File: src/rtl/ins_mem_pkg.sv
// Shared definitions for the loadable instruction memory and the decoder.
//   - INS_W_DEF / ADDR_W_DEF : default instruction and PC widths
//   - NOP_INS_DEF            : reset/fill value of every memory entry
//   - ST_RUN / ST_LOAD       : FSM state encodings, wrapped in state_e
package ins_mem_pkg;

  localparam int unsigned INS_W_DEF  = 16;
  localparam int unsigned ADDR_W_DEF = 4;

  localparam logic [INS_W_DEF-1:0] NOP_INS_DEF = 16'b0000001100000000;

  localparam logic ST_RUN  = 1'b0;
  localparam logic ST_LOAD = 1'b1;

  typedef enum logic {
    StRun  = ST_RUN,
    StLoad = ST_LOAD
  } state_e;

endpackage

File: src/rtl/ins_mem_prog_if.sv
// Bus between the CPU/loader side (master) and the instruction memory (slave).
//   Fetch  : pc, fetch_en -> res_ins, ins_valid
//   Loader : ld_start, ld_valid, ld_data, ld_last -> ld_ready, ld_done
//   Status : busy (CPU stalls the PC while high)
interface ins_mem_prog_if
  import ins_mem_pkg::*;
#(
  parameter int unsigned INS_W  = INS_W_DEF,
  parameter int unsigned ADDR_W = ADDR_W_DEF
);

  logic [ADDR_W-1:0] pc;
  logic              fetch_en;
  logic [INS_W-1:0]  res_ins;
  logic              ins_valid;
  logic              ld_start;
  logic              ld_valid;
  logic [INS_W-1:0]  ld_data;
  logic              ld_last;
  logic              ld_ready;
  logic              ld_done;
  logic              busy;

  modport master (
    output pc, fetch_en, ld_start, ld_valid, ld_data, ld_last,
    input  res_ins, ins_valid, ld_ready, ld_done, busy
  );

  modport slave (
    input  pc, fetch_en, ld_start, ld_valid, ld_data, ld_last,
    output res_ins, ins_valid, ld_ready, ld_done, busy
  );

endinterface

File: src/rtl/ins_mem_array.sv
// DEPTH x INS_W register storage with one write port and a registered read port.
//   clk_i, rst_i        : clock, async active-high reset (all entries -> NOP_INS)
//   we_i/waddr_i/wdata_i: synchronous write
//   re_i/raddr_i        : read enable/address; rdata_o updates on the next edge
//   rdata_o             : registered read data, NOP_INS for raddr_i >= DEPTH
module ins_mem_array
  import ins_mem_pkg::*;
#(
  parameter int unsigned      INS_W   = INS_W_DEF,
  parameter int unsigned      ADDR_W  = ADDR_W_DEF,
  parameter int unsigned      DEPTH   = 16,
  parameter logic [INS_W-1:0] NOP_INS = INS_W'(NOP_INS_DEF)
) (
  input  logic              clk_i,
  input  logic              rst_i,
  input  logic              we_i,
  input  logic [ADDR_W-1:0] waddr_i,
  input  logic [INS_W-1:0]  wdata_i,
  input  logic              re_i,
  input  logic [ADDR_W-1:0] raddr_i,
  output logic [INS_W-1:0]  rdata_o
);

  localparam logic [ADDR_W:0] DepthW = (ADDR_W + 1)'(DEPTH);

  logic [INS_W-1:0] mem_q [DEPTH];
  logic [INS_W-1:0] rdata_q;
  logic             rd_in_range;

  // A fully populated address space needs no range check.
  if (DEPTH >= (2 ** ADDR_W)) begin : g_full
    assign rd_in_range = 1'b1;
  end else begin : g_partial
    assign rd_in_range = ({1'b0, raddr_i} < DepthW);
  end

  always_ff @(posedge clk_i or posedge rst_i) begin
    if (rst_i) begin
      for (int i = 0; i < DEPTH; i++) begin
        mem_q[i] <= NOP_INS;
      end
      rdata_q <= NOP_INS;
    end else begin
      if (we_i) begin
        mem_q[waddr_i] <= wdata_i;
      end
      if (re_i) begin
        rdata_q <= rd_in_range ? mem_q[raddr_i] : NOP_INS;
      end
    end
  end

  assign rdata_o = rdata_q;

endmodule

File: src/rtl/ins_mem_prog.sv
// Run-time loadable instruction memory between the PC register and the decoder.
//   clk_i  : system clock, rising edge
//   rst_i  : asynchronous active-high reset
//   bus_io : fetch port (pc/fetch_en -> res_ins/ins_valid, 1-cycle latency) and
//            valid/ready program loader (ld_*), plus busy while loading
module ins_mem_prog
  import ins_mem_pkg::*;
#(
  parameter int unsigned      INS_W   = INS_W_DEF,
  parameter int unsigned      ADDR_W  = ADDR_W_DEF,
  parameter int unsigned      DEPTH   = 16,
  parameter logic [INS_W-1:0] NOP_INS = INS_W'(NOP_INS_DEF)
) (
  input logic           clk_i,
  input logic           rst_i,
  ins_mem_prog_if.slave bus_io
);

  localparam logic [ADDR_W-1:0] LastPtr = ADDR_W'(DEPTH - 1);

  state_e            state_q, state_d;
  logic [ADDR_W-1:0] ptr_q, ptr_d;
  logic              ins_valid_q, ins_valid_d;
  logic              ld_done_q, ld_done_d;

  logic loading;
  logic accept;
  logic fetch;

  // State register.
  always_ff @(posedge clk_i or posedge rst_i) begin
    if (rst_i) begin
      state_q     <= StRun;
      ptr_q       <= '0;
      ins_valid_q <= 1'b0;
      ld_done_q   <= 1'b0;
    end else begin
      state_q     <= state_d;
      ptr_q       <= ptr_d;
      ins_valid_q <= ins_valid_d;
      ld_done_q   <= ld_done_d;
    end
  end

  // Next-state logic.
  always_comb begin
    state_d     = state_q;
    ptr_d       = ptr_q;
    ins_valid_d = fetch;
    ld_done_d   = 1'b0;
    unique case (state_q)
      StRun: begin
        if (bus_io.ld_start) begin
          state_d = StLoad;
          ptr_d   = '0;
        end
      end
      StLoad: begin
        if (accept) begin
          // Stop on the tagged last word or the final entry; the pointer never wraps.
          if (bus_io.ld_last || (ptr_q == LastPtr)) begin
            state_d   = StRun;
            ld_done_d = 1'b1;
          end else begin
            ptr_d = ptr_q + 1'b1;
          end
        end
      end
      default: state_d = StRun;
    endcase
  end

  // Outputs and datapath controls.
  always_comb begin
    loading = (state_q == StLoad);
    accept  = loading && bus_io.ld_valid;
    // A load request in RUN wins over a fetch in the same cycle.
    fetch   = !loading && bus_io.fetch_en && !bus_io.ld_start;
  end

  assign bus_io.ld_ready  = loading;
  assign bus_io.busy      = loading;
  assign bus_io.ins_valid = ins_valid_q;
  assign bus_io.ld_done   = ld_done_q;

  ins_mem_array #(
    .INS_W  (INS_W),
    .ADDR_W (ADDR_W),
    .DEPTH  (DEPTH),
    .NOP_INS(NOP_INS)
  ) u_array (
    .clk_i  (clk_i),
    .rst_i  (rst_i),
    .we_i   (accept),
    .waddr_i(ptr_q),
    .wdata_i(bus_io.ld_data),
    .re_i   (fetch),
    .raddr_i(bus_io.pc),
    .rdata_o(bus_io.res_ins)
  );

endmodule

File: src/flat_wrapper.sv
// flat-port wrapper written by rule: the top's interface ports become plain ports
module ins_mem_prog_flat import ins_mem_pkg::*;
#(
  parameter int unsigned      INS_W   = INS_W_DEF,
  parameter int unsigned      ADDR_W  = ADDR_W_DEF,
  parameter int unsigned      DEPTH   = 16,
  parameter logic [INS_W-1:0] NOP_INS = INS_W'(NOP_INS_DEF)
)
  (clk_i, rst_i, bus_io_pc, bus_io_fetch_en, bus_io_ld_start, bus_io_ld_valid, bus_io_ld_data, bus_io_ld_last, bus_io_res_ins, bus_io_ins_valid, bus_io_ld_ready, bus_io_ld_done, bus_io_busy);
  ins_mem_prog_if #(.INS_W(INS_W), .ADDR_W(ADDR_W)) bus_io_i ();
  input logic clk_i;
  input logic rst_i;
  input wire logic [$bits(bus_io_i.pc)-1:0] bus_io_pc;
  input wire logic [$bits(bus_io_i.fetch_en)-1:0] bus_io_fetch_en;
  input wire logic [$bits(bus_io_i.ld_start)-1:0] bus_io_ld_start;
  input wire logic [$bits(bus_io_i.ld_valid)-1:0] bus_io_ld_valid;
  input wire logic [$bits(bus_io_i.ld_data)-1:0] bus_io_ld_data;
  input wire logic [$bits(bus_io_i.ld_last)-1:0] bus_io_ld_last;
  output wire logic [$bits(bus_io_i.res_ins)-1:0] bus_io_res_ins;
  output wire logic [$bits(bus_io_i.ins_valid)-1:0] bus_io_ins_valid;
  output wire logic [$bits(bus_io_i.ld_ready)-1:0] bus_io_ld_ready;
  output wire logic [$bits(bus_io_i.ld_done)-1:0] bus_io_ld_done;
  output wire logic [$bits(bus_io_i.busy)-1:0] bus_io_busy;
  assign bus_io_i.pc = bus_io_pc;
  assign bus_io_i.fetch_en = bus_io_fetch_en;
  assign bus_io_i.ld_start = bus_io_ld_start;
  assign bus_io_i.ld_valid = bus_io_ld_valid;
  assign bus_io_i.ld_data = bus_io_ld_data;
  assign bus_io_i.ld_last = bus_io_ld_last;
  assign bus_io_res_ins = bus_io_i.res_ins;
  assign bus_io_ins_valid = bus_io_i.ins_valid;
  assign bus_io_ld_ready = bus_io_i.ld_ready;
  assign bus_io_ld_done = bus_io_i.ld_done;
  assign bus_io_busy = bus_io_i.busy;
  ins_mem_prog #(.INS_W(INS_W), .ADDR_W(ADDR_W), .DEPTH(DEPTH), .NOP_INS(NOP_INS)) u_core (.clk_i(clk_i), .rst_i(rst_i), .bus_io(bus_io_i));
endmodule
File: config.mk
export PLATFORM = sky130hd
export DESIGN_NAME = ins_mem_prog_flat
export DESIGN_NICKNAME = d
export VERILOG_FILES = /design/src/rtl/ins_mem_pkg.sv /design/src/rtl/ins_mem_prog_if.sv /design/src/rtl/ins_mem_array.sv /design/src/rtl/ins_mem_prog.sv /design/src/flat_wrapper.sv
export SDC_FILE = /design/constraint.sdc
export NUM_CORES = 1
export LEC_CHECK = 0
export CAP_MARGIN = 10
export CORE_MARGIN = 2
export CORE_UTILIZATION = 35
export CTS_BUF_LIST = sky130_fd_sc_hd__clkbuf_8
export DETAILED_ROUTE_END_ITERATION = 12
export RECOVER_POWER = 50
export SLEW_MARGIN = 20
export SYNTH_ARGS = -nofsm -noshare
export SYNTH_HDL_FRONTEND = slang
export SYNTH_SLANG_ARGS = --single-unit
File: constraint.sdc
create_clock -name clk_i -period 11.8 [get_ports clk_i]
set_input_delay 1.18 -clock clk_i [delete_from_list [all_inputs] [get_ports clk_i]]
set_output_delay 1.18 -clock clk_i [all_outputs]
set_load 0.01 [all_outputs]
==> results of run 1 <==
## stage by stage
| step | instances | setup slack [ns] | instance area [µm²] | hold slack, ns | power, mW |
|---|---|---|---|---|---|
| after CTS | 1364 | 8.530 | 14440 | 0.5007 | 2.673 |
| after floorplan | 817 | 2.982 | 12670 | 0.4635 | 1.648 |
| final | 1364 | 5.968 | 14400 | 0.4964 | 2.637 |
| after detailed placement | 1278 | 7.947 | 13490 | 0.4867 | 1.803 |
| after global placement | 1278 | 7.971 | 13490 | 0.4734 | 1.786 |
| after global routing | 1364 | 4.983 | 14400 | 0.5146 | 2.780 |
## synth_stat cells (all sizes together)
cell / n / area share, %
a31oi: 2 / 0.099
and2: 2 / 0.099
inv: 7 / 0.21
nor3: 1 / 0.039
o21ai: 18 / 0.71
mux4: 51 / 9.1
dfstp: 34 / 7.1
nand2b: 3 / 0.15
nor2: 18 / 0.69
nand4: 1 / 0.049
mux2i: 43 / 3.4
nor2b: 2 / 0.099
nand2: 20 / 0.59
or4b: 1 / 0.11
a22oi: 6 / 0.36
a21oi: 1 / 0.039
or3: 2 / 0.099
a21o: 1 / 0.069
xnor2: 1 / 0.069
o32ai: 1 / 0.069
and3: 1 / 0.049
o22ai: 1 / 0.049
o211ai: 11 / 0.65
buf: 43 / 2.3
nand3: 5 / 0.20
ha: 4 / 0.40
a221oi: 12 / 1.1
dfrtp: 245 / 48
mux2: 260 / 23
clkbuf: 20 / 0.67
## where the power goes
part	switching, mW	internal [mW]	total [mW]
Combinational	0.197	0.287	0.483
Clock	0.385	0.470	0.856
Sequential	0.113	1.19	1.30
## cell families (layout without fill, tap and decap cells)
| group | count (synthesis) | after routing | synth area share, % |
|---|---|---|---|
| xor gates and xnor gates | 1 | 1 | 0.06916 |
| buffers and inverters | 70 | 156 | 3.151 |
| muxes | 354 | 354 | 35.58 |
| adders and majority gates | 4 | 4 | 0.3952 |
| and+or+nand+nor | 56 | 56 | 2.173 |
| AOI/OAI and AO/OA | 53 | 53 | 3.171 |
| DFF | 279 | 279 | 55.46 |
## worst paths after layout
kind,start,to,slack (ns)
max,rst_i,u_core.u_array.mem_q[18],5.97
min,u_core.u_array.mem_q[196],u_core.u_array.mem_q[196],0.50
max reg2reg,u_core.bus_io.busy,u_core.u_array.mem_q[164],9.00
min reg2reg,u_core.u_array.mem_q[196],u_core.u_array.mem_q[196],0.50
max in group clk_i,bus_io_ld_valid,u_core.u_array.mem_q[164],8.28
min in group asynchronous,rst_i,u_core.bus_io.ld_done,3.04
## metal layers
layer	vias up	GRT usage, %	wire [µm]
met5	-	0	7
met4	2	4.405	608
met3	58	2.905	1152
met2	115	27.03	14640
met1	3809	21.11	13240
li1	3132	-	-
## cells in the final DEF, fill, tap and decap left out, types with 6 or more instances in the layout
cell	n
a22oi_1	6
mux2i_1	43
buf_4	9
dfstp_2	34
o211ai_1	11
clkbuf_8	59
clkbuf_1	9
inv_1	28
mux4_2	51
o21ai_0	11
clkdlybuf4s50_1	37
dfrtp_1	245
mux2_2	258
a221oi_2	6
o21ai_1	7
nand2_1	20
a221oi_1	6
nor2_2	11
## final cells by class
class / count / area share, %
timing repair buffer: 63 / 3.832
clock buffer: 59 / 5.640
multi-input combinational: 468 / 36.62
inverter: 7 / 0.1912
tap: 461 / 4.006
sequential: 279 / 48.79
clock inverter: 27 / 0.9212
## state kept, by name, summed over array words and instances (netlist names)
signal / flops
u_core.u_array.mem_q: 256
u_core.u_array.rdata_o: 16
u_core.ptr_q: 4
u_core.bus_io.busy: 1
u_core.bus_io.ins_valid: 1
u_core.bus_io.ld_done: 1
==> summary.md, run 1 <==
| Metric | Value |
|---|---|
| Run status | `complete, but fails checks` |
| Violated checks | `max-capacitance violations, max-slew violations` |
| Layout cells sized above 1 | `roughly half` |
| Worst reg-to-reg path cell count | `4` |
| 1st-iter DRT viols | `420` |
| Placed wire-length estimate | `approximately 17 mm` |
| Vertical die dimension | `just under 200 µm` |
| Achievable frequency | `171.5 MHz` |
| Final Hold Fails | `0` |
| Sequential cell area | `between 0.007 and 0.008 mm²` |
| Mean Syn Cell Area | `around 16 µm²` |
| Nets in the synthesized netlist | `roughly 850` |
| Root Driver | `clkbuf_8` |
| Power per cell area | `approximately 180 mW/mm²` |
| Count of maximum capacitance violations | `5` |
| Series of cell instances along the critical path | `dlygate4sd3_1, clkinvlp_2` |
| Combined area of the multi-input logic cells | `around 0.0053 mm²` |
| Leftover overflow at the end of global routing | `0` |
| All-Layer GR Usage | `between 10% and 20%` |
| Wire length of the first global-routing pass | `46.78 mm` |
| Leakage power summed over all cells | `roughly 6.5 nW` |
| Skew-Pair Late Insertion Delay | `~0.55 ns` |
| TritonRoute pass-1 iters | `4` |
| End-of-flow core utilization | `between 40 and 50%` |
| DRT Wirelength | `just under 30 mm` |
| Setup repair bufs after CTS | `0` |
| Max-slew violation count | `206` |
| Critical-path cell with the highest stage delay | `clkinvlp_2` |
| ANT cells | `0` |
| Arrival time reported for the critical path endpoint | `~5.3 ns` |
| Kind of start point of the critical path | `primary input` |
| Horizontal die dimension | `roughly 200 µm` |
| Number of buffers added on ports | `45` |
| Number of global-route vias before repair | `7813` |
| Final Setup Violations | `0` |
| Average wire per standard cell | `~22 µm` |
| Worst max-slew margin expressed relative to the limit | `-321.1%` |
| Critical path required time | `roughly 11 ns` |
| Synth warn | `0` |
| Critical Path End Type | `async pin` |
| Total of flip-flops plus latches after synthesis | `279` |
| Final RePlAce weighted congestion | `~0.75` |
| Clock buffers created by TritonCTS | `48` |
| Worst Max-Slew Pin Slew | `approximately 6.3 ns` |
| Via count | `around 7100` |
| Final nets | `approximately 900` |
| Overall die area | `approximately 0.038 mm²` |
| Pin count of the biggest net entering global routing | `~140` |
| Fin Setup TNS | `0 ns` |
| Highest ir drop seen on vdd | `a little under 90 µV` |
| Kind of cell adding the most delay to the critical path | `buffers and inverters` |
| CTS resizes | `0` |
| Worst-path fanout max | `138` |
| Count of clock tree sinks | `~280` |
| Fraction of the yosys area taken by sequential cells | `between 50% and 60%` |
| Combined area of all synthesized cells | `between 0.01 and 0.015 mm²` |
| Vias per inst | `around 5.2` |
| I/O pin count | `46` |
| Number of hold buffers added after CTS | `0` |
| Clock slew at reported path FFs | `0.06 ns` |
| Effective utilization at floorplan | `between 30% and 40%` |
| Type of the setup path with the least slack | `primary input to async pin` |
| Maximum number of buffers from clock root to sink | `3` |
| Worst clock skew on the final layout | `0.02434 ns` |
| Number of H-tree branching levels | `2` |
| TritonCTS clock tree | `built` |
| Initial antenna violation count | `1` |
| Number of DRC violations after detailed routing | `0` |
| Crit path buffers/inverters | `2` |
| Depth of the worst hold-timing path | `1` |
| Layout-stage area growth over the synthesis result | `13.67%` |
| Synthesized instance count | `817` |
| Final period utilization | `49.42%` |
| Shortest period the worst path allows | `between 5 and 6 ns` |
| Min-delay worst type | `flip-flop to flip-flop` |
| Distinct cell type count after synthesis | `38` |
| Number of stages on the worst setup path | `2` |
| Standard-cell rows | `69` |
| Setup repair after global routing missed its margin | `false` |
| Worst path max stage delay | `roughly 3.4 ns` |
| Antenna-violating nets left | `0` |
| CORE AREA | `around 0.036 mm²` |
| Total of fill cells in the finished design | `around 3300` |
(Power assumes the default switching activity.)
==> run 2: changes to the inputs <==
==> constraint.sdc (replaced) <==
create_clock -name clk_i -period 5.7 [get_ports clk_i]
set_input_delay 0.57 -clock clk_i [delete_from_list [all_inputs] [get_ports clk_i]]
set_output_delay 0.57 -clock clk_i [all_outputs]
set_load 0.01 [all_outputs]
==> run 2 against run 1 <==
The flow now finishes without violations. Routed wire length decreased by 1.0%. Utilization increased by 0.20 points. Sequential power increased by 110%.
==> summary.md, run 2 (synthesized netlist as in run 1, its figures left out) <==
| Metric | Value |
|---|---|
| Run status | `finished clean` |
| Number of global-route vias before repair | `7634 (-2.3%)` |
| Final RePlAce weighted congestion | `0.7096 (-5.3%)` |
| Horizontal die dimension | `194.2 µm (unchanged)` |
| Power per cell area | `379.8 mW/mm² (+110%)` |
| Leakage power summed over all cells | `6.537 nW (+0.27%)` |
| Fin Setup TNS | `0 ns (unchanged)` |
| Critical Path End Type | `flip-flop` |
| Final period utilization | `between 40% and 50%` |
| Pin count of the biggest net entering global routing | `165 (+15%)` |
| Root Driver | `clkbuf_8` |
| Most Used Layer, Global Route | `met2` |
| Vias per inst | `5.156 (-1.2%)` |
| Worst-path fanout max | `16 (-88%)` |
| Total of fill cells in the finished design | `3312 (-0.69%)` |
| Placed cell areas | `0.01350 mm² (about the same)` |
| Final cell area excluding filler cells | `0.01447 mm² (+0.50%)` |
| Min-delay worst type | `primary input to async pin` |
| Clock buffers created by TritonCTS | `49 (+2.1%)` |
| TritonRoute pass-1 iters | `4 (unchanged)` |
| Count of maximum capacitance violations | `0 (-5)` |
| Clock slew at reported path FFs | `0.05 ns (about the same)` |
| Setup repair bufs after CTS | `0 (unchanged)` |
| Critical-path cell with the highest stage delay | `clkbuf_1` |
| Kind of start point of the critical path | `primary input` |
| Maximum number of buffers from clock root to sink | `3 (unchanged)` |
| Reg with most FFs | `u_core.u_array.mem_q` |
| Number of buffers added on ports | `45 (unchanged)` |
| ANT cells | `0 (unchanged)` |
| Max-slew violation count | `0 (-100%)` |
| Placed wire-length estimate | `17.05 mm (+2.4%)` |
| Via count | `7054 (-0.87%)` |
| Sequential cell area | `0.007024 mm² (unchanged)` |
| Global routing met3 resource utilization | `2.627% (-0.28 points)` |
| Layout-stage area growth over the synthesis result | `14.24%` |
| Met1 routing resource usage after global routing | `21.00% (-0.11 points)` |
| Max reg flops | `256 (unchanged)` |
| Arrival time reported for the critical path endpoint | `3.21 ns (-2.11 ns)` |
| Vertical die dimension | `194.2 µm (unchanged)` |
| Count of clock tree sinks | `279 (unchanged)` |
| Standard-cell rows | `69 (unchanged)` |
| Inst Count DP | `1282 (+0.31%)` |
| Worst max-slew margin expressed relative to the limit | `0.7945% (+320 points)` |
| Wire length of the first global-routing pass | `46.00 mm (-1.7%)` |
| Average wire per standard cell | `21.46 µm (-1.3%)` |
| Pre-CTS setup slack | `2.578 ns (-5.370 ns)` |
| Highest ir drop seen on vdd | `149.9 µV (+71%)` |
| Achievable frequency | `about 360 MHz` |
| Effective utilization at floorplan | `35.61% (unchanged)` |
| All-Layer GR Usage | `15.76% (-0.22 points)` |
| TritonCTS clock tree | `built` |
| Initial antenna violation count | `1 (unchanged)` |
| Smallest setup slack after layout | `2.911 ns (-3.057 ns)` |
| CORE AREA | `0.03557 mm² (unchanged)` |
| Series of cell instances along the critical path | `dlygate4sd3_1, nand3_1, nor2_2, clkbuf_1, mux2_2` |
| Final Setup Violations | `0 (unchanged)` |
| Skew-Pair Late Insertion Delay | `0.56 ns (about the same)` |
| Combined area of the multi-input logic cells | `0.005260 mm² (-0.24%)` |
| Overall die area | `0.03773 mm² (unchanged)` |
| Number of DRC violations after detailed routing | `0 (unchanged)` |
| DRT Wirelength | `29.35 mm (-1.0%)` |
| Worst path max stage delay | `1.08 ns (-2.36 ns)` |
| CTS resizes | `0 (unchanged)` |
| Final Hold Fails | `0 (unchanged)` |
| Number of hold buffers added after CTS | `0 (unchanged)` |
| Antenna-violating nets left | `0 (unchanged)` |
| Non-filler instance count after layout | `1368 (+0.29%)` |
| Type of the setup path with the least slack | `primary input to flip-flop` |
| Met2 Track Usage GR | `26.64% (-0.40 points)` |
| Worst Max-Slew Pin Slew | `1.488 ns (-4.794 ns)` |
| End-of-flow core utilization | `40.68% (+0.20 points)` |
| Layout cells sized above 1 | `50.17% (+1.2 points)` |
| Leftover overflow at the end of global routing | `0 (unchanged)` |
| I/O pin count | `46 (unchanged)` |
| Critical path required time | `6.12 ns (-5.17 ns)` |
| Leading cell types in the layout, fill and taps excluded | `mux2_2, dfrtp_1, clkbuf_8` |
| Worst clock skew on the final layout | `0.01969 ns (-0.004649 ns)` |
| Setup repair after global routing missed its margin | `false` |
| Shortest period the worst path allows | `2.789 ns` |
| 1st-iter DRT viols | `325 (-23%)` |
| Leading cell type in the layout, fill and taps excluded | `mux2_2` |
| Final nets | `902 (+0.56%)` |
| Number of H-tree branching levels | `2 (unchanged)` |
## run 2: cell types whose count changed in the layout (fill, tap and decap cells not counted), sizes merged
cell / previous run / this run
clkbuf: 68 / 71
buf: 12 / 19
clkinv: 4 / 6
bufinv: 1 / 0
inv: 28 / 19
clkinvlp: 1 / 3
clkdlybuf4s50: 37 / 40
dlygate4sd3: 5 / 2
## run 2: final timing paths
kind	startpoint	end	slack [ns]	depth (start not counted)
max in group asynchronous	rst_i	u_core.u_array.mem_q[229]	3.57	4
min	rst_i	u_core.u_array.mem_q[236]	0.44	2
max	bus_io_ld_valid	u_core.u_array.mem_q[39]	2.91	5
max reg2reg	u_core.ptr_q[0]	u_core.u_array.mem_q[71]	3.07	5
min in group clk_i	u_core.u_array.mem_q[192]	u_core.u_array.mem_q[192]	0.49	1
min reg2reg	u_core.u_array.mem_q[192]	u_core.u_array.mem_q[192]	0.49	1
## run 2: layout make-up
class / count / share of cell area [%]
clock buffer: 65 / 6.182
clock inverter: 21 / 0.6485
inverter: 7 / 0.1902
multi-input combinational: 468 / 36.35
sequential: 279 / 48.54
tap: 461 / 3.986
timing repair buffer: 67 / 4.099
## run 2: through the flow
stage               power [mW]  hold WS [ns]
detailed placement       3.727        0.4847
floorplan                3.412        0.4635
finish                   5.496        0.4447
global placement         3.689        0.4738
global route             5.788        0.4625
CTS                      5.579        0.2760
## run 2: critical path, delay by kind of cell
| family | cells | cell delay, ns |
|---|---|---|
| buffers and inverters | 2 | 1.80 |
| multiplexers | 1 | 0.44 |
| AND/OR/NAND/NOR | 2 | 0.40 |
## run 2: report_power, final
| group | internal, mW | total, mW | switching [mW] | leakage (nW) |
|---|---|---|---|---|
| combinational | 0.596 | 0.992 | 0.396 | 2.35 |
| clock | 1.01 | 1.82 | 0.808 | 0.560 |
| sequential | 2.45 | 2.68 | 0.231 | 3.62 |
## run 2: metal layers
layer  wire [µm]  part of all wire, %
met5          12                0.041
met4         523                  1.8
met3         953                  3.2
met2       14510                   49
met1       13350                   45
==> run 3: changes to the inputs <==
==> constraint.sdc (replaced) <==
create_clock -name clk_i -period 2.3 [get_ports clk_i]
set_input_delay 0.23 -clock clk_i [delete_from_list [all_inputs] [get_ports clk_i]]
set_output_delay 0.23 -clock clk_i [all_outputs]
set_load 0.01 [all_outputs]
==> run 3 against run 2 <==
Routed wire length is 3.1% higher. Non-clock buffer count is 30 higher. First-iteration DRC count is 23% higher. Largest cell class unchanged. Largest power group unchanged. Final area is 2.9% higher. Via count is 2.7% higher.
==> summary.md, run 3 (synthesized netlist as in run 1, its figures left out) <==
| Metric | Value |
|---|---|
| Crit path buffers/inverters | `1 (-1)` |
| Type of the setup path with the least slack | `flip-flop to primary output` |
| Final Setup Violations | `0 (unchanged)` |
| Standard-cell rows | `69 (unchanged)` |
| Skew-Pair Late Insertion Delay | `0.59 ns (+0.03 ns)` |
| Pre-CTS setup slack | `0.2652 ns (-2.312 ns)` |
| Sequential cell area | `0.007024 mm² (unchanged)` |
| Vertical die dimension | `194.2 µm (unchanged)` |
| Met2 Track Usage GR | `26.70% (+0.066 points)` |
| Count of maximum capacitance violations | `0 (unchanged)` |
| Worst slack on hold paths | `0.1365 ns (-0.3083 ns)` |
| Kind of cell adding the most delay to the critical path | `buffers and inverters` |
| Final period utilization | `87.10%` |
| Vias per inst | `5.179 (+0.43%)` |
| All-Layer GR Usage | `16.46% (+0.70 points)` |
| Run status | `finished clean` |
| Wire length of the first global-routing pass | `47.68 mm (+3.7%)` |
| Leakage power summed over all cells | `6.765 nW (+3.5%)` |
| Clock buffers created by TritonCTS | `49 (unchanged)` |
| Horizontal die dimension | `194.2 µm (unchanged)` |
| Final Hold Fails | `0 (unchanged)` |
| Overall die area | `0.03773 mm² (unchanged)` |
| Clock slew at reported path FFs | `0.06 ns (about the same)` |
| Number of global-route vias before repair | `7789 (+2.0%)` |
| CTS resizes | `0 (unchanged)` |
| CORE AREA | `0.03557 mm² (unchanged)` |
| Maximum number of buffers from clock root to sink | `3 (unchanged)` |
| Worst path max stage delay | `0.62 ns (-0.46 ns)` |
| TritonCTS clock tree | `built` |
| DRT Wirelength | `30.27 mm (+3.1%)` |
| Via count | `7245 (+2.7%)` |
| Reg with most FFs | `u_core.u_array.mem_q` |
| Leading cell type in the layout, fill and taps excluded | `mux2_2` |
| Final nets | `932 (+3.3%)` |
| Count of clock tree sinks | `279 (unchanged)` |
| Number of DRC violations after detailed routing | `0 (unchanged)` |
| Layout cells sized above 1 | `52.03% (+1.9 points)` |
| Worst reg-to-reg path cell count | `4 (-1)` |
| Achievable frequency | `around 500 MHz` |
| Setup repair bufs after CTS | `0 (unchanged)` |
| Worst Max-Slew Pin Slew | `0.9370 ns (-0.5511 ns)` |
| Depth of the worst hold-timing path | `3` |
| Smallest setup slack after layout | `0.2967 ns (-2.615 ns)` |
| Effective utilization at floorplan | `35.61% (unchanged)` |
| Final RePlAce weighted congestion | `0.7478 (+5.4%)` |
| Worst max-slew margin expressed relative to the limit | `37.53% (+37 points)` |
| Antenna-violating nets left | `0 (unchanged)` |
| Power per cell area | `915.8 mW/mm² (+140%)` |
| Max reg flops | `256 (unchanged)` |
| Root Driver | `clkbuf_8` |
| Number of hold buffers added after CTS | `1 (+1)` |
| Met1 routing resource usage after global routing | `22.61% (+1.6 points)` |
| Min-delay worst type | `primary input to flip-flop` |
| Most Used Layer, Global Route | `met2` |
| Arrival time reported for the critical path endpoint | `1.77 ns (-1.44 ns)` |
| Highest ir drop seen on vdd | `399.2 µV (+170%)` |
| Number of stages on the worst setup path | `1 (-4)` |
| Leading cell types in the layout, fill and taps excluded | `mux2_2, dfrtp_1, clkbuf_8` |
| Series of cell instances along the critical path | `clkdlybuf4s50_1` |
| Worst-path fanout max | `14 (-2)` |
| Pin count of the biggest net entering global routing | `101 (-39%)` |
| Number of H-tree branching levels | `2 (unchanged)` |
| Initial antenna violation count | `1 (unchanged)` |
| Leftover overflow at the end of global routing | `0 (unchanged)` |
| Critical-path cell with the highest stage delay | `clkdlybuf4s50_1` |
| Average wire per standard cell | `21.64 µm (+0.85%)` |
| Setup repair after global routing missed its margin | `false` |
| TritonRoute pass-1 iters | `6 (+2)` |
| Critical Path End Type | `primary output` |
| I/O pin count | `46 (unchanged)` |
| Total of fill cells in the finished design | `3296 (-0.48%)` |
| Shortest period the worst path allows | `around 2 ns` |
| Worst clock skew on the final layout | `0.03268 ns (+0.01299 ns)` |
| Layout-stage area growth over the synthesis result | `17.56%` |
| Placed wire-length estimate | `18.20 mm (+6.8%)` |
| ANT cells | `0 (unchanged)` |
| Max-slew violation count | `0 (unchanged)` |
| 1st-iter DRT viols | `401 (+23%)` |
| Kind of start point of the critical path | `flip-flop` |
| Combined area of the multi-input logic cells | `0.005258 mm² (about the same)` |
| Global routing met3 resource utilization | `2.974% (+0.35 points)` |
| Critical path required time | `2.07 ns (-4.05 ns)` |
| Number of buffers added on ports | `45 (unchanged)` |
run 3: changes by cell type in the layout (fill, tap and decap cells not counted), moves of 3 or more:
cell	change
clkinv_2	-3
clkbuf_1	-5
nor2_1	-3
inv_1	+5
buf_4	+16
buf_12	+15
nor2_2	+5
run 3: metrics by stage:
stage | cells | total power, mW | instance area [µm²] | utilization [%] | TNS [ns]
3_5_place_dp | 1311 | 9.277 | 13950 | 39.21 | 0
2_1_floorplan | 817 | 8.455 | 12670 | - | -411.99
5_1_grt | 1399 | 14.38 | 14890 | 41.86 | 0
4_1_cts | 1399 | 13.82 | 14930 | 41.98 | 0
6_report | 1399 | 13.64 | 14890 | 41.86 | 0
3_3_place_gp | 1311 | 9.182 | 13950 | 39.21 | 0
run 3: layout make-up:
class | count | area share [%]
timing repair buffer | 97 | 6.907
clock buffer | 63 | 5.823
sequential | 279 | 47.17
multi-input combinational | 468 | 35.31
inverter | 7 | 0.1849
clock inverter | 24 | 0.7310
tap | 461 | 3.874
run 3: final timing paths:
path,startpoint,end,slack [ns]
max,u_core.bus_io.busy,bus_io_ld_ready,0.30
min,bus_io_pc[2],u_core.u_array.rdata_o[5],0.14
max reg2reg,u_core.bus_io.busy,u_core.u_array.rdata_o[13],0.36
min reg2reg,u_core.u_array.mem_q[196],u_core.u_array.mem_q[196],0.50
max in group asynchronous,rst_i,u_core.u_array.mem_q[2],0.44
min in group asynchronous,rst_i,u_core.bus_io.busy,0.60
run 3: layer usage:
| metal | part of all wire (%) | vias to the layer above |
|---|---|---|
| met2 | 47 | 122 |
| met1 | 47 | 3871 |
| li1 | - | 3199 |
| met3 | 3.6 | 51 |
| met5 | 0.040 | - |
| met4 | 2.3 | 2 |
run 3: worst min-delay path, stage by stage:
cell and delay (ns):
buf_4 0.20, mux2i_1 0.16, o21ai_0 0.08
run 3: where the power goes:
group          total [mW]  internal (mW)  leakage (nW)  switching, mW
Sequential           6.64           6.08          3.62          0.565
Clock                4.48           2.45         0.567           2.03
Combinational        2.51           1.53          2.57          0.988
